$ cat src/rtl/uart_pkg.sv
`default_nettype none
// ============================================================================
// Module  : uart_pkg
// Brief   : Shared UART definitions: transmitter state encoding, parity helper
//           and parameter legality checks.
// Rev     : 1.0  initial release
// ============================================================================
package uart_pkg;

  typedef enum logic [2:0] {
    TX_IDLE   = 3'd0,
    TX_START  = 3'd1,
    TX_DATA   = 3'd2,
    TX_PARITY = 3'd3,
    TX_STOP   = 3'd4
  } tx_state_e;

  localparam logic [2:0] c_LAST_DATA_BIT = 3'd7;

  // Even parity is the XOR of the byte; odd parity is its complement.
  function automatic logic parity_bit(input logic [7:0] data, input logic odd);
    return (^data) ^ odd;
  endfunction

  function automatic bit stop_bits_legal(input int n);
    return (n == 1) || (n == 2);
  endfunction

endpackage
`default_nettype wire

$ cat src/rtl/uart_tx.sv
`default_nettype none
// ============================================================================
// Module  : uart_tx
// Brief   : UART transmitter, LSB first, optional parity, 1 or 2 stop bits,
//           one-deep holding register for gapless back-to-back frames.
// Rev     : 1.0  initial release
// ============================================================================
module uart_tx
  import uart_pkg::*;
#(
  parameter logic ParityEn  = 1'b0,
  parameter logic ParityOdd = 1'b0,
  parameter int   StopBits  = 1
) (
  input  logic       i_clk,
  input  logic       i_rst,
  input  logic [7:0] i_tx_data,
  input  logic       i_valid,
  output logic       o_ready,
  input  logic       i_strobe,
  output logic       o_prescaler_en,
  output logic       o_tx,
  output logic       o_busy
);

  generate
    if (!stop_bits_legal(StopBits)) begin : g_bad_stop_bits
      $error("uart_tx: StopBits must be 1 or 2");
    end
  endgenerate

  localparam logic c_LAST_STOP = (StopBits == 2) ? 1'b1 : 1'b0;

  tx_state_e  r_state;
  logic       r_tx;
  logic [7:0] r_shift;
  logic [2:0] r_bit_cnt;
  logic       r_stop_cnt;
  logic       r_parity;
  logic [7:0] r_hold;
  logic       r_hold_full;

  tx_state_e  w_state_nxt;
  logic       w_tx_nxt;
  logic [7:0] w_shift_nxt;
  logic [2:0] w_bit_cnt_nxt;
  logic       w_stop_cnt_nxt;
  logic       w_parity_nxt;
  logic       w_load;
  logic       w_accept;

  assign w_accept = i_valid && !r_hold_full;

  always_comb begin
    w_state_nxt    = r_state;
    w_tx_nxt       = r_tx;
    w_shift_nxt    = r_shift;
    w_bit_cnt_nxt  = r_bit_cnt;
    w_stop_cnt_nxt = r_stop_cnt;
    w_parity_nxt   = r_parity;
    w_load         = 1'b0;

    case (r_state)
      TX_IDLE: begin
        w_tx_nxt = 1'b1;
        w_load   = r_hold_full;
      end
      TX_START: begin
        if (i_strobe) begin
          w_state_nxt   = TX_DATA;
          w_tx_nxt      = r_shift[0];
          w_bit_cnt_nxt = 3'd0;
        end
      end
      TX_DATA: begin
        if (i_strobe) begin
          if (r_bit_cnt == c_LAST_DATA_BIT) begin
            if (ParityEn) begin
              w_state_nxt = TX_PARITY;
              w_tx_nxt    = r_parity;
            end else begin
              w_state_nxt    = TX_STOP;
              w_tx_nxt       = 1'b1;
              w_stop_cnt_nxt = 1'b0;
            end
          end else begin
            w_shift_nxt   = {1'b0, r_shift[7:1]};
            w_bit_cnt_nxt = r_bit_cnt + 3'd1;
            w_tx_nxt      = r_shift[1];
          end
        end
      end
      TX_PARITY: begin
        if (i_strobe) begin
          w_state_nxt    = TX_STOP;
          w_tx_nxt       = 1'b1;
          w_stop_cnt_nxt = 1'b0;
        end
      end
      TX_STOP: begin
        if (i_strobe) begin
          if (r_stop_cnt == c_LAST_STOP) begin
            if (r_hold_full) begin
              w_load = 1'b1;
            end else begin
              w_state_nxt = TX_IDLE;
              w_tx_nxt    = 1'b1;
            end
          end else begin
            w_stop_cnt_nxt = 1'b1;
          end
        end
      end
      default: begin
        w_state_nxt = TX_IDLE;
        w_tx_nxt    = 1'b1;
      end
    endcase

    // Parity is latched from the byte as loaded, before any shifting.
    if (w_load) begin
      w_state_nxt    = TX_START;
      w_tx_nxt       = 1'b0;
      w_shift_nxt    = r_hold;
      w_parity_nxt   = parity_bit(r_hold, ParityOdd);
      w_bit_cnt_nxt  = 3'd0;
      w_stop_cnt_nxt = 1'b0;
    end
  end

  always_ff @(posedge i_clk) begin
    if (i_rst) begin
      r_state    <= TX_IDLE;
      r_tx       <= 1'b1;
      r_shift    <= 8'd0;
      r_bit_cnt  <= 3'd0;
      r_stop_cnt <= 1'b0;
      r_parity   <= 1'b0;
    end else begin
      r_state    <= w_state_nxt;
      r_tx       <= w_tx_nxt;
      r_shift    <= w_shift_nxt;
      r_bit_cnt  <= w_bit_cnt_nxt;
      r_stop_cnt <= w_stop_cnt_nxt;
      r_parity   <= w_parity_nxt;
    end
  end

  // A new accept wins over a same-edge load so the fresh byte is never lost.
  always_ff @(posedge i_clk) begin
    if (i_rst) begin
      r_hold      <= 8'd0;
      r_hold_full <= 1'b0;
    end else if (w_accept) begin
      r_hold      <= i_tx_data;
      r_hold_full <= 1'b1;
    end else if (w_load) begin
      r_hold_full <= 1'b0;
    end
  end

  assign o_ready        = !r_hold_full;
  assign o_busy         = (r_state != TX_IDLE);
  assign o_prescaler_en = (r_state != TX_IDLE);
  assign o_tx           = r_tx;

endmodule
`default_nettype wire

$ cat config.mk
export PLATFORM = sky130hd
export DESIGN_NAME = uart_tx
export DESIGN_NICKNAME = d
export VERILOG_FILES = /design/src/rtl/uart_pkg.sv /design/src/rtl/uart_tx.sv
export SDC_FILE = /design/constraint.sdc
export NUM_CORES = 1
export LEC_CHECK = 0
export BUFFER_PORTS_ARGS = -buffer_cell sky130_fd_sc_hd__buf_2
export CAP_MARGIN = 20
export CORE_MARGIN = 2
export CORE_UTILIZATION = 35
export DETAILED_ROUTE_END_ITERATION = 8
export GPL_TIMING_DRIVEN = 1
export PLACE_DENSITY = 0.52
export SYNTH_ARGS = -nofsm -noshare
export SYNTH_HDL_FRONTEND = slang
export SYNTH_SLANG_ARGS = --single-unit
$ cat constraint.sdc
create_clock -name i_clk -period 2.1 [get_ports i_clk]
set_clock_uncertainty 0.1 [all_clocks]
set_input_delay 0.42 -clock i_clk [delete_from_list [all_inputs] [get_ports i_clk]]
set_output_delay 0.42 -clock i_clk [all_outputs]
set_load 0.1 [all_outputs]
==> out/metrics.cfg, run 1 <==
[setup_path]
critPathLaunchType = flop
worstSetupEndpointType = flop
critPathMaxFanout = 5
worstPathRequired_ns = 2.25
critical-path-max-stage-delay_ns = 0.40
cp_num_buf_inv = 0
cp.arrival_ns = 2.11
critPathKind = flop to flop
path_cells = ha_1, ha_1, or3b_4, a211oi_4, nand3_1, a211oi_1
critPathSlowestCell = or3b_4
cpLargestDelayFamily = simple AND/OR/NAND/NOR gates
crit_top_cell = ha_1

[detailed_routing]
dr.pass1.iters = 4
routed_wl_mm = 2.17
vias_per_cell = 4.98
num_vias = 911
drt_iter0_drc = 27
wire_per_inst_um = 11.9
ant_nets = 0
drc = 0

[yosys]
synthDistinctLibCells = 31
yosysSeqAreaShare = 0.435
netlist_top_cells_area = dfxtp_1 (43%), mux2i_1 (7.2%), nand2_1 (5.8%), nor3_1 (4.5%), nor2_1 (4.1%)
synth_top_area_cell = dfxtp_1
ys_async_sr_fraction = 0
synth_edf_count = 0
syn-num-nets = 140
syn_area_per_cell_um2 = 8.77
syn_area_um2 = 1100
synth_cells = 126
yosysWarnings = 0
yosys-top-cells-count = dfxtp_1 (24), nand2_1 (17), nor2_1 (12), nor3_1 (10), mux2i_1 (8)
yosysMostFrequentCell = dfxtp_1
synth-seq-cells = 24
synth_top_area_frac = 0.435
ys.flop_type = dfxtp_1

[final_layout]
syn2layout_area_growth_pct = 14.7
antenna_cells = 0
nets = 154
drive_gt1_frac = 0.194

[power]
power_density_nw_per_um2 = 842
power_leakage_nw = 0.496
finalPower_mw = 1.07
peakVddDrop_mv = 0.279

[clock_tree]
clock_sinks = 24
ctsHoldBuffers = 0
clock-root-buffer = clkbuf_4
cts_tree = yes
cts.path.max_buffers = 2
clkTransAtPathRegs_ns = 0.14
ctsResizeCount = 0
postCtsSetupBuffers = 0
cts_buffers = 3
insertion_delay_ns = 0.32
cts_max_level = 1

[placement]
gp_congestion = 0.706
hpwl_mm = 1.49
port_buffers = 15
pre_cts_ws_ns = 0.177

[sta]
final-hold-violation-count = 0
grt_setup_unrepaired = false
worst_pin_slew_ns = 0.486
setup_slack_ns = 0.143
tns_ns = 0
finalCriticalPeriod_ns = 1.96
clock.fmax_ghz = 0.511
drv_slew = 0
maxSlewHeadroom = 0.678
finalSetupViolations = 0
whs_ns = 0.227
period_share = 0.932

[floorplanning]
core_area_um2 = 3030
die-area_um2 = 3620
num_rows = 20
die-width_um = 60.2
start_util = 0.365
io_pins = 16
fp.dieH_um = 60.2

[worst_hold_path]
hp-class = input pin to flop

[flow_run]
maxCapViolations = 0

[status]
outcome = complete, no violations

[global_routing]
grt_pass1_vias = 839
grt_max_degree = 25
antenna_found_initial = 0
grt.total_usage = 0.134
grt_pass1_wl_mm = 3.67
overflow = 0

[registers in the layout, summed over array words and instances (netlist names)]
| register | cells |
|---|---|
| o_tx | 1 |
| r_bit_cnt | 3 |
| r_hold | 8 |
| r_hold_full | 1 |
| r_shift | 8 |
| r_state | 3 |
[kinds of logic after synthesis]
family | count (synthesis) | synth area share
buf+inv | 12 | 0.0566
flops | 24 | 0.435
simple gates | 57 | 0.254
compound gates | 22 | 0.149
fa+ha+maj | 2 | 0.0226
mux | 9 | 0.0827
[where the power goes]
| part | total (mW) | switching (mW) | internal [mW] | leakage, nW |
|---|---|---|---|---|
| clock | 0.335 | 0.142 | 0.193 | 0.0279 |
| sequential | 0.510 | 0.0216 | 0.489 | 0.197 |
| combinational | 0.222 | 0.149 | 0.0736 | 0.272 |
| total | 1.07 | 0.313 | 0.755 | 0.496 |
[metal layers]
| metal | global-route usage | up-vias | wire [µm] |
|---|---|---|---|
| li1 | - | 472 | - |
| met1 | 0.173 | 425 | 1100 |
| met2 | 0.217 | 12 | 985 |
| met3 | 0.0195 | 2 | 73 |
| met4 | 0.0667 | 0 | 19 |
| met5 | 0 | - | 0 |
[worst paths after layout]
check | from | end | slack (ns) | depth (start not counted)
max | r_bit_cnt[0] | r_bit_cnt[1] | 0.14 | 6
min | i_tx_data[3] | r_hold[3] | 0.23 | 3
max reg2reg | r_bit_cnt[0] | r_bit_cnt[1] | 0.14 | 6
min reg2reg | r_hold[7] | r_shift[7] | 0.37 | 2
[layout make-up]
class,count,area [µm²]
Multi-Input combinational cell,90,567
Timing Repair Buffer,19,105
Tap cell,44,55.1
Fill cell,315,1760
Clock buffer,3,22.5
Inverter,2,7.51
Clock inverter,1,30.0
Sequential cell,24,480
[worst reg2reg max path, cell delays in order, from the launching register on]
cell	delay, ns
dfxtp_1	0.35
ha_1	0.20
ha_1	0.21
or3b_4	0.40
a211oi_4	0.28
nand3_1	0.12
a211oi_1	0.22
[metrics by stage]
step / instances / util / area [µm²]
2_1_floorplan: 126 / - / 1110
3_3_place_gp: 179 / 0.401 / 1210
3_5_place_dp: 179 / 0.401 / 1210
4_1_cts: 183 / 0.419 / 1270
5_1_grt: 183 / 0.419 / 1270
6_report: 183 / 0.419 / 1270
[cell usage in the layout (no fill, tap or decap), drive strengths merged, types with 2 or more instances in the layout]
master,netlist,layout
a211oi,5,5
a21oi,2,2
a311oi,5,5
a31oi,2,2
buf,5,19
clkbuf,5,3
dfxtp,24,24
ha,2,2
inv,2,2
mux2i,8,8
nand2,17,17
nand2b,4,4
nand3,4,4
nor2,12,12
nor2b,2,2
nor3,10,10
nor3b,2,2
o21ai,4,4
o22ai,2,2
(Power assumes the default switching activity.)
==> inputs of run 2 (changes only) <==
CTS_BUF_LIST = sky130_fd_sc_hd__clkbuf_8   (was unset)
==> out/metrics.cfg, run 2 (synthesis results as in run 1) <==
[setup_path]
rr_worst_depth = 6  ; unchanged
crit_end = r_bit_cnt[1]
critPathLaunchType = flop
r2r_slack_ns = 0.15  ; about the same
critPathMaxFanout = 5  ; unchanged
r2r-start = r_bit_cnt[0]
cp.arrival_ns = 2.04  ; -0.07 ns
worstSetupEndpointType = flop
crit_start = r_bit_cnt[0]
critPathKind = flop to flop
reg2reg_to = r_bit_cnt[1]
worstPathRequired_ns = 2.20  ; -0.05 ns

[floorplanning]
die-area_um2 = 3620  ; unchanged
num_rows = 20  ; unchanged
fp.dieH_um = 60.2  ; unchanged
io_pins = 16  ; unchanged
start_util = 0.365  ; unchanged
core_area_um2 = 3030  ; unchanged
die-width_um = 60.2  ; unchanged

[detailed_routing]
vias_per_cell = 5.05  ; +1.5%
wire_per_inst_um = 11.9  ; about the same
ant_nets = 0  ; unchanged
drt_iter0_drc = 36  ; +33%
dr.pass1.iters = 4  ; unchanged
routed_wl_mm = 2.18  ; about the same
drc = 0  ; unchanged
num_vias = 925  ; +1.5%

[power]
peakVddDrop_mv = 0.304  ; +8.9%
pwr-share-seq = 0.448  ; -0.030
finalPower_mw = 1.14  ; +6.6%
power.switching_mw = 0.322  ; +3.0%
power_density_nw_per_um2 = 885  ; +5.1%
power_leakage_nw = 0.504  ; +1.6%
p_int_mw = 0.817  ; +8.2%
clkPwrFrac = 0.357  ; +0.043
switching_share = 0.283  ; -0.0101
combPwrFrac = 0.195  ; -0.013

[clock_tree]
clkTransAtPathRegs_ns = 0.09  ; -0.05 ns
insertion_delay_ns = 0.27  ; -0.05 ns
clock_sinks = 24  ; unchanged
postCtsSetupBuffers = 0  ; unchanged
clock-root-buffer = clkbuf_8
ctsHoldBuffers = 0  ; unchanged
cts_max_level = 1  ; unchanged
ctsResizeCount = 0  ; unchanged
cts_buffers = 3  ; unchanged
cts.path.max_buffers = 2  ; unchanged
cts_tree = yes

[sta]
grt_setup_unrepaired = false
finalSetupViolations = 0  ; unchanged
period_share = 0.927  ; -0.00474
final-hold-violation-count = 0  ; unchanged
worst_pin_slew_ns = 0.486  ; -0.0000188 ns
whs_ns = 0.282  ; +0.0549 ns
setup_slack_ns = 0.153  ; +0.00996 ns
maxSlewHeadroom = 0.678  ; about the same
drv_slew = 0  ; unchanged
finalCriticalPeriod_ns = 1.95  ; -0.00996 ns
tns_ns = 0  ; unchanged
clock.fmax_ghz = 0.514  ; +0.51%

[placement]
placed_cells = 179  ; unchanged
gp_congestion = 0.706  ; unchanged
port_buffers = 15  ; unchanged
pre_cts_ws_ns = 0.177  ; unchanged
hpwl_mm = 1.49  ; unchanged

[final_layout]
nets = 154  ; unchanged
syn2layout_area_growth_pct = 16.4
register_area_um2 = 480  ; unchanged
antenna_cells = 0  ; unchanged
layout_commonest_cell = dfxtp_1
top_regs = r_hold x8, r_shift x8
fillerInstances = 310  ; -1.6%
multiInputGateArea_um2 = 567  ; unchanged
stdcell_count = 183  ; unchanged
final_cell_mix = dfxtp_1 (24), nand2_1 (17), buf_2 (15)
drive_gt1_frac = 0.194  ; unchanged

[global_routing]
grt_pass1_vias = 842  ; +0.36%
antenna_found_initial = 0  ; unchanged
overflow = 0  ; unchanged
grt_pass1_wl_mm = 3.68  ; +0.38%
grt.total_usage = 0.136  ; +0.00134
grt_max_degree = 25  ; unchanged

[worst_hold_path]
hp-class = input pin to flop

[status]
outcome = complete, no violations

[flow_run]
maxCapViolations = 0  ; unchanged

[run 2: worst min path at each step]
| stage | from | to | slack, ns | depth (start not counted) |
|---|---|---|---|---|
| 6_report | i_tx_data[3] | r_hold[3] | 0.28 | 3 |
| 3_5_place_dp | r_hold[7] | r_shift[7] | 0.36 | 2 |
| 5_1_grt | i_tx_data[1] | r_hold[1] | 0.28 | 3 |
| 2_1_floorplan | r_hold[7] | r_shift[7] | 0.33 | 2 |
| 4_1_cts | i_tx_data[6] | r_hold[6] | 0.28 | 3 |
| 3_3_place_gp | r_hold[7] | r_shift[7] | 0.35 | 2 |
[run 2: layout make-up]
type / instances / share of cell area
Clock buffer: 3 / 0.0321
Multi-Input combinational cell: 90 / 0.441
Tap cell: 44 / 0.0428
Inverter: 2 / 0.00584
Timing Repair Buffer: 19 / 0.0817
Sequential cell: 24 / 0.374
Clock inverter: 1 / 0.0233
[run 2: worst max-delay path: stages, from the launching register on]
cell and delay, ns:
dfxtp_1 0.33, ha_1 0.20, ha_1 0.21, or3b_4 0.40, a211oi_4 0.28, nand3_1 0.12, a211oi_1 0.22
[run 2: power by group through the flow]
stage | Clock, mW | Combinational (mW) | Sequential [mW]
after detailed placement | 0 | 0.224 | 0.520
after global routing | 0.428 | 0.244 | 0.514
after floorplan | 0 | 0.168 | 0.533
final | 0.407 | 0.222 | 0.510
after CTS | 0.417 | 0.224 | 0.510
after global placement | 0 | 0.221 | 0.520
[run 2: routing by layer]
metal  vias to the layer above  share of wire  track usage
li1                        471              -            -
met1                       433           0.49        0.173
met2                        16           0.45        0.217
met3                         5          0.039       0.0260
met4                         0          0.019       0.0667
met5                         -              0            0
[run 2: through the flow]
| step | util | cell area [µm²] |
|---|---|---|
| finish | 0.425 | 1290 |
| CTS | 0.425 | 1290 |
| detailed placement | 0.401 | 1210 |
| global route | 0.425 | 1290 |
| floorplan | - | 1110 |
| global placement | 0.401 | 1210 |
